===== config.mk =====
export PLATFORM = sky130hd
export DESIGN_NAME = ifetch_wishbone
export DESIGN_NICKNAME = d
export VERILOG_FILES = /design/src/rtl/ifetch_pkg.sv /design/src/rtl/ifetch_fifo.sv /design/src/rtl/ifetch_wishbone.sv
export SDC_FILE = /design/constraint.sdc
export NUM_CORES = 1
export LEC_CHECK = 0
export CAP_MARGIN = 25
export CELL_PAD_IN_SITES_DETAIL_PLACEMENT = 0
export CELL_PAD_IN_SITES_GLOBAL_PLACEMENT = 1
export CORE_MARGIN = 4
export CORE_UTILIZATION = 25
export CTS_CLUSTER_SIZE = 10
export DETAILED_ROUTE_END_ITERATION = 12
export PLACE_DENSITY = 0.53
export SLEW_MARGIN = 20
export SYNTH_ARGS = -nofsm -noshare
export SYNTH_HDL_FRONTEND = slang
export SYNTH_SLANG_ARGS = --single-unit

===== constraint.sdc =====
create_clock -name CLK_I -period 7.5 [get_ports CLK_I]
set_input_delay 1.125 -clock CLK_I [delete_from_list [all_inputs] [get_ports CLK_I]]
set_output_delay 1.125 -clock CLK_I [all_outputs]
set_load 0.05 [all_outputs]

===== src/rtl/ifetch_pkg.sv =====
// Shared constants for the instruction-fetch master: FSM encodings, PC step,
// default reset PC and a small alignment helper.
package ifetch_pkg;

  localparam logic [1:0] ST_IDLE  = 2'd0;
  localparam logic [1:0] ST_RUN   = 2'd1;
  localparam logic [1:0] ST_FLUSH = 2'd2;

  localparam logic [31:0] PC_INCR          = 32'd4;
  localparam logic [31:0] DEFAULT_RESET_PC = 32'h0000_0000;

  function automatic logic is_misaligned(input logic [1:0] lsb);
    return (lsb != 2'b00);
  endfunction

endpackage


===== src/rtl/ifetch_fifo.sv =====
// Synchronous FIFO holding {PC, instruction} pairs; clear overrides push/pop.
module ifetch_fifo #(
  parameter int DEPTH = 2,
  parameter int WIDTH = 64
) (
  input  logic                      clk_i,
  input  logic                      rst_i,
  input  logic                      clear_i,
  input  logic                      push_i,
  input  logic                      pop_i,
  input  logic [WIDTH-1:0]          data_i,
  output logic [WIDTH-1:0]          data_o,
  output logic [$clog2(DEPTH):0]    count_o,
  output logic                      empty_o,
  output logic                      full_o
);

  localparam int AW = $clog2(DEPTH);
  localparam logic [AW-1:0] PTR_ONE  = AW'(1);
  localparam logic [AW:0]   CNT_ONE  = (AW+1)'(1);
  localparam logic [AW:0]   CNT_FULL = (AW+1)'(DEPTH);

  logic [WIDTH-1:0] mem_q [DEPTH];
  logic [AW-1:0]    wr_ptr_q;
  logic [AW-1:0]    rd_ptr_q;
  logic [AW:0]      count_q;

  // Storage, pointers and occupancy; pointers wrap naturally (power-of-2 depth).
  always_ff @(posedge clk_i) begin
    if (rst_i) begin
      for (int i = 0; i < DEPTH; i++) begin
        mem_q[i] <= '0;
      end
      wr_ptr_q <= '0;
      rd_ptr_q <= '0;
      count_q  <= '0;
    end else if (clear_i) begin
      wr_ptr_q <= '0;
      rd_ptr_q <= '0;
      count_q  <= '0;
    end else begin
      if (push_i) begin
        mem_q[wr_ptr_q] <= data_i;
        wr_ptr_q        <= wr_ptr_q + PTR_ONE;
      end
      if (pop_i) begin
        rd_ptr_q <= rd_ptr_q + PTR_ONE;
      end
      case ({push_i, pop_i})
        2'b10:   count_q <= count_q + CNT_ONE;
        2'b01:   count_q <= count_q - CNT_ONE;
        default: count_q <= count_q;
      endcase
    end
  end

  assign data_o  = mem_q[rd_ptr_q];
  assign count_o = count_q;
  assign empty_o = (count_q == '0);
  assign full_o  = (count_q == CNT_FULL);

endmodule


===== src/rtl/ifetch_wishbone.sv =====
// Pipelined Wishbone instruction-fetch master with a small instruction buffer.
// Optional misaligned-redirect trap (FAULT_O) enabled by IFETCH_MISALIGN_TRAP_EN.
module ifetch_wishbone
  import ifetch_pkg::*;
#(
  parameter int                    ADDRESS_WIDTH = 8,
  parameter int                    DATA_WIDTH    = 32,
  parameter int                    PC_WIDTH      = 32,
  parameter logic [PC_WIDTH-1:0]   RESET_PC      = PC_WIDTH'(DEFAULT_RESET_PC),
  parameter int                    FIFO_DEPTH    = 2
) (
  input  logic                     CLK_I,
  input  logic                     RST_I,
  output logic                     STB_O,
  output logic                     WE_O,
  output logic [ADDRESS_WIDTH-1:0] ADR_O,
  input  logic [DATA_WIDTH-1:0]    DAT_I,
  input  logic                     ACK_I,
  input  logic                     REDIRECT_I,
  input  logic [PC_WIDTH-1:0]      REDIRECT_PC_I,
  output logic [DATA_WIDTH-1:0]    INSTR_O,
  output logic [PC_WIDTH-1:0]      PC_O,
  output logic                     VALID_O,
  input  logic                     READY_I
`ifdef IFETCH_MISALIGN_TRAP_EN
  ,
  output logic                     FAULT_O
`endif
);

  localparam int CW = $clog2(FIFO_DEPTH) + 1;
  localparam logic [PC_WIDTH-1:0] PC_STEP = PC_WIDTH'(PC_INCR);

  logic [1:0]                   state_q, state_d;
  logic [PC_WIDTH-1:0]          fetch_pc_q, fetch_pc_d;
  logic [PC_WIDTH-1:0]          req_pc_q, req_pc_d;
  logic                         outstanding_q, outstanding_d;
  logic                         fault_s;
  logic                         issue_s, push_s, pop_s;
  logic [CW-1:0]                fifo_count_s;
  logic                         fifo_empty_s, fifo_full_s;
  logic [PC_WIDTH+DATA_WIDTH-1:0] head_s;
  logic [CW-1:0]                occ_s, lim_s;
  logic                         unused_s;

  assign VALID_O = ~fifo_empty_s & ~REDIRECT_I & ~fault_s;
  assign pop_s   = VALID_O & READY_I;
  assign push_s  = ACK_I & outstanding_q & (state_q == ST_RUN) & ~REDIRECT_I;

  // Issue when in-flight plus buffered words, net of this cycle's pop, leave room.
  always_comb begin
    occ_s = fifo_count_s + CW'(outstanding_q);
    lim_s = CW'(FIFO_DEPTH) + CW'(pop_s);
    if ((state_q == ST_RUN) && !REDIRECT_I && !fault_s) begin
      issue_s = (occ_s < lim_s);
    end else begin
      issue_s = 1'b0;
    end
  end

  // Next-state: FSM, fetch PC and the PC tagged onto the pending request.
  always_comb begin
    state_d       = state_q;
    fetch_pc_d    = fetch_pc_q;
    req_pc_d      = req_pc_q;
    outstanding_d = issue_s;
    case (state_q)
      ST_IDLE:  state_d = ST_RUN;
      ST_RUN: begin
        if (REDIRECT_I && outstanding_q) begin
          state_d = ST_FLUSH;
        end else begin
          state_d = ST_RUN;
        end
      end
      ST_FLUSH: state_d = ST_RUN;
      default:  state_d = ST_IDLE;
    endcase
    if (REDIRECT_I) begin
      fetch_pc_d = {REDIRECT_PC_I[PC_WIDTH-1:2], 2'b00};
    end else if (issue_s) begin
      fetch_pc_d = fetch_pc_q + PC_STEP;
      req_pc_d   = fetch_pc_q;
    end else begin
      fetch_pc_d = fetch_pc_q;
    end
  end

  // Fetch-control registers.
  always_ff @(posedge CLK_I) begin
    if (RST_I) begin
      state_q       <= ST_IDLE;
      fetch_pc_q    <= RESET_PC;
      req_pc_q      <= '0;
      outstanding_q <= 1'b0;
    end else begin
      state_q       <= state_d;
      fetch_pc_q    <= fetch_pc_d;
      req_pc_q      <= req_pc_d;
      outstanding_q <= outstanding_d;
    end
  end

`ifdef IFETCH_MISALIGN_TRAP_EN
  logic                fault_q, fault_d;
  logic [PC_WIDTH-1:0] fault_pc_q, fault_pc_d;

  // A misaligned redirect latches the trap; any aligned redirect releases it.
  always_comb begin
    fault_d    = fault_q;
    fault_pc_d = fault_pc_q;
    if (REDIRECT_I) begin
      fault_d = is_misaligned(REDIRECT_PC_I[1:0]);
      if (is_misaligned(REDIRECT_PC_I[1:0])) begin
        fault_pc_d = REDIRECT_PC_I;
      end else begin
        fault_pc_d = fault_pc_q;
      end
    end else begin
      fault_d = fault_q;
    end
  end

  // Trap state registers.
  always_ff @(posedge CLK_I) begin
    if (RST_I) begin
      fault_q    <= 1'b0;
      fault_pc_q <= '0;
    end else begin
      fault_q    <= fault_d;
      fault_pc_q <= fault_pc_d;
    end
  end

  assign fault_s  = fault_q;
  assign FAULT_O  = fault_q;
  assign PC_O     = fault_q ? fault_pc_q : head_s[DATA_WIDTH +: PC_WIDTH];
  assign unused_s = fifo_full_s;
`else
  assign fault_s  = 1'b0;
  assign PC_O     = head_s[DATA_WIDTH +: PC_WIDTH];
  assign unused_s = ^{fifo_full_s, REDIRECT_PC_I[1:0]};
`endif

  ifetch_fifo #(
    .DEPTH (FIFO_DEPTH),
    .WIDTH (PC_WIDTH + DATA_WIDTH)
  ) u_fifo (
    .clk_i   (CLK_I),
    .rst_i   (RST_I),
    .clear_i (REDIRECT_I),
    .push_i  (push_s),
    .pop_i   (pop_s),
    .data_i  ({req_pc_q, DAT_I}),
    .data_o  (head_s),
    .count_o (fifo_count_s),
    .empty_o (fifo_empty_s),
    .full_o  (fifo_full_s)
  );

  assign INSTR_O = head_s[DATA_WIDTH-1:0];
  assign STB_O   = issue_s;
  assign WE_O    = 1'b0;
  assign ADR_O   = fetch_pc_q[ADDRESS_WIDTH+1:2];

endmodule


==> flow_results.org <==
** Status
- The run finished with clean final reports.

** Setup path
- Slowest-stage cell, CP :: sky130_fd_sc_hd__clkdlybuf4s50_1
- Required time of the critical path :: 6380 ps
- The number of buffers and inverters on the critical path is 4.
- Most used cell along the critical path :: sky130_fd_sc_hd__clkdlybuf4s50_1
- STA classifies the critical path endpoint as an output pin.
- Worst setup SP type :: input pin
- List of cells traversed by the critical path :: clkdlybuf4s50_1, and3b_1, o22a_2, nand2_2, buf_12, clkinv_1, clkdlybuf4s50_1
- Data on the critical path arrives at its endpoint at 3550 ps.
- On the worst path, the slowest cell contributes a delay of 800 ps.
- Kind of critical path :: in2out
- Broken down by cell family, the worst path's largest delay share belongs to buffers and inverters.
- Max FO, Critical Path :: 34

** STA
- Timing would allow up to 214 MHz.
- Summed over all failing endpoints, the final setup total negative slack is 0 ps.
- Tmin final :: 4670 ps
- Tightest Pin Transition :: 974 ps
- Post-route fraction of the period consumed by the critical path :: 62.3%
- Between clock sinks in the finished design, the worst skew comes to 20.1 ps.
- The count of pins over their slew limit was 0.
- The number of hold-slack violations in the final timing report came to 0.
- Count of final setup violators :: 0
- Setup repair after global routing left no endpoint under its margin.
- The worst pin sits at a relative slew slack of 34.2%.

** Detailed routing
- Via count :: 5,861
- The first detailed-routing pass took 7 iterations.
- Vias per inst :: 4.42
- For this run, design rule violations remaining after detail routing come to 0.
- Detailed-route wire length :: 22.8 mm
- First-iteration detailed-routing DRC count :: 363
- Number of antenna-violating nets in the routed design :: 0
- After detailed routing, the average wire length per cell comes to 17.2 um.

** Power
- Reported leakage power :: 0.00376 uW
- Post-layout total power :: 2310 uW
- Power per cell area :: 211 nW/um^2
- Peak supply drop :: 0.000163 V

** Synthesis
- Most common flop cell mapped by yosys :: sky130_fd_sc_hd__edfxtp_1
- Flop and latch count out of synthesis :: 192
- In this run, distinct cell masters in the synthesized netlist total 57.
- A synthesized cell averages 11.4 um^2.
- For this run, asynchronously set or reset flops after synthesis account for 0%.
- Cell area after technology mapping :: 8610 um^2
- Portion of the post-synthesis area used by sequential elements :: 59.1%
- Synth Warn # :: 0
- The synthesized design contains 124 enable-type register cells.
- After technology mapping, the gate count stands at 753.

** Clock network
- Count of clock tree sinks :: 192
- Number of H-tree levels :: 4
- Resized Gates After CTS :: 0
- The clock reaches the later pin of the worst-skew pair after 440 ps.
- After clock tree synthesis, the clock-pin slew on the worst setup and hold paths is 90 ps.
- Inserted Clock Buffers :: 17
- Buffers inserted to repair hold after CTS numbered 0.
- Maximum clock insertion buffer count :: 2
- Buffers inserted during post-CTS setup optimization :: 0
- Clock tree synthesis selected as its root buffer the cell sky130_fd_sc_hd__clkbuf_16.
- TritonCTS clock tree :: built

** GRT
- The via count of the first global-routing pass is 5,922.
- After global routing the overflow that remains totals 0.
- Largest net degree at the start of global routing :: 67
- All-Layer GR Usage :: 12.2%
- First-pass GRT wire length :: 36.1 mm
- The number of antenna violations at the first check in global routing was 0.

** Floorplanning
- From left edge to right edge, the die measures 194 um.
- Once the floorplan was initialized, standard cells occupied 25.5% of the core.
- Row generation in the floorplan step produced 67 rows.
- # IOs :: 144
- Floorplan die height :: 194 um
- Total die area :: 37,500 um^2
- The region available for standard cell placement spans 33,800 um^2.

** Cells and area
- Fraction of layout cells with a size suffix above 1 :: 13.7%
- The repair_antennas step left the layout with diodes totalling 0.
- Layout filler cell count :: 3,443
- Nets :: 936
- Area used by multi-input combinational logic :: 3230 um^2
- Register Area :: 5090 um^2
- Layout area overhead :: 27.5%

** Min path
- The path class of the tightest hold or removal check is reg2reg.

** Placed design
- Count of input and output buffers :: 138
- Final GP Congestion :: 0.737
- Summed over all nets, the half-perimeter wirelength after detailed placement is 13.9 mm.

** Run
- Across the run, the number of max-cap violations was 0.
-- cell type report --
class                   count  share of cell area [%]
flip-flops and latches    192                    46.4
clock buffers              21                    4.58
clock inverters            11                   0.753
well taps                 448                    5.11
inverters                  11                   0.376
multi-input cells         494                    29.5
repair buffers            148                    13.3
-- cells in the mapped netlist, types with 3 or more instances --
cell                         n  share of area [%]
sky130_fd_sc_hd__and2_1    131                9.5
sky130_fd_sc_hd__edfxtp_1  124                 43
sky130_fd_sc_hd__nand2_1    90                3.9
sky130_fd_sc_hd__dfxtp_1    68                 16
sky130_fd_sc_hd__mux2_2     62                8.1
sky130_fd_sc_hd__a21oi_1    42                2.4
sky130_fd_sc_hd__clkbuf_1   37                1.6
sky130_fd_sc_hd__a31oi_1    22                1.6
sky130_fd_sc_hd__nor3_1     19                1.1
sky130_fd_sc_hd__buf_4      13                1.1
sky130_fd_sc_hd__nand4_1    11               0.80
sky130_fd_sc_hd__inv_1      10               0.44
sky130_fd_sc_hd__nand3_1    10               0.58
sky130_fd_sc_hd__or3_1      10               0.73
sky130_fd_sc_hd__nor2_1      9               0.39
sky130_fd_sc_hd__o311ai_0    9               0.92
sky130_fd_sc_hd__o211ai_1    7               0.61
sky130_fd_sc_hd__o21ai_0     7               0.41
sky130_fd_sc_hd__or4_1       6               0.52
sky130_fd_sc_hd__a22oi_1     5               0.44
sky130_fd_sc_hd__nand2b_1    5               0.36
sky130_fd_sc_hd__xnor2_1     4               0.41
sky130_fd_sc_hd__and3_1      3               0.22
sky130_fd_sc_hd__buf_1       3               0.13
sky130_fd_sc_hd__ha_1        3               0.44
sky130_fd_sc_hd__nand2_2     3               0.22
sky130_fd_sc_hd__nor4_1      3               0.22
-- per-layer routing --
metal  track usage (%)  wire (um)  part of all wire, %
met1              16.9      10900                   48
met2              19.7      10800                   47
met3              2.31        913                  4.0
met4              3.04        203                 0.89
met5                 0          0                    0
-- cells by family after synthesis --
kind of cell	after synthesis	share of synthesized area, %
XOR/XNOR	5	0.509
AND/OR/NAND/NOR	316	20.3
buffers and inverters	69	3.84
other	1	0.0436
adder cells (fa/ha/maj)	3	0.436
AO/OA/AOI/OAI	103	7.47
flip-flops	192	59.1
multiplexers	64	8.34
-- report_power, final --
group / switching, uW / total [uW] / internal [uW]
clock: 419 / 909 / 490
sequential: 24.0 / 1180 / 1160
combinational: 135 / 218 / 82.8
total: 579 / 2310 / 1730
-- worst paths after layout --
path,start,endpoint,slack (ps),cells past startpoint
setup / recovery,READY_I,STB_O,2830,7
hold / removal,state_q[0],state_q[0],440,1
setup reg to reg,state_q[1],u_fifo.mem_q[1][57],4670,5
hold reg to reg,state_q[0],state_q[0],440,1
-- flip-flops by register name, indices dropped and copies added, names as in the netlist, named ones only --
name	cells
u_fifo.wr_ptr_q	1
fetch_pc_q	30
u_fifo.rd_ptr_q	1
state_q	2
outstanding_q	1
u_fifo.mem_q	124
req_pc_q	30
u_fifo.count_o	2
-- cells in the final DEF, fill, tap and decap left out, drive strengths merged, types with 3 or more instances in the layout --
| cell type | count |
|---|---|
| a22oi | 5 |
| nor3 | 20 |
| nand2 | 93 |
| nand3 | 12 |
| clkdlybuf4s50 | 137 |
| o311ai | 9 |
| mux2 | 62 |
| and2 | 131 |
| ha | 3 |
| xnor2 | 4 |
| o21ai | 7 |
| nand4 | 11 |
| nor2 | 10 |
| or3 | 10 |
| buf | 11 |
| or4 | 7 |
| conb | 3 |
| nand2b | 5 |
| dfxtp | 68 |
| clkbuf | 21 |
| inv | 20 |
| a31oi | 22 |
| nor4 | 3 |
| edfxtp | 124 |
| a21oi | 42 |
| o211ai | 7 |
| and3 | 4 |
-- worst reg2reg max path, cell delays in order, from the launching register on --
cell                       delay (ps)
sky130_fd_sc_hd__dfxtp_1          310
sky130_fd_sc_hd__nand2b_1         360
sky130_fd_sc_hd__nor2_4           320
sky130_fd_sc_hd__nand3_1          410
sky130_fd_sc_hd__o21ai_4          250
sky130_fd_sc_hd__buf_4            740
-- per-stage QoR --
step / util [%] / cell area, um^2 / setup slack (ps) / cells / hold WS, ps
after floorplan: - / 8610 / 840 / 755 / 409
after global placement: 30.7 / 10400 / 2440 / 1292 / 427
after detailed placement: 30.7 / 10400 / 2820 / 1293 / 429
after CTS: 32.5 / 11000 / 2820 / 1325 / 442
after global routing: 32.5 / 11000 / 2670 / 1325 / 465
final: 32.5 / 11000 / 2830 / 1325 / 438
Power figures use the tool's default switching activity.
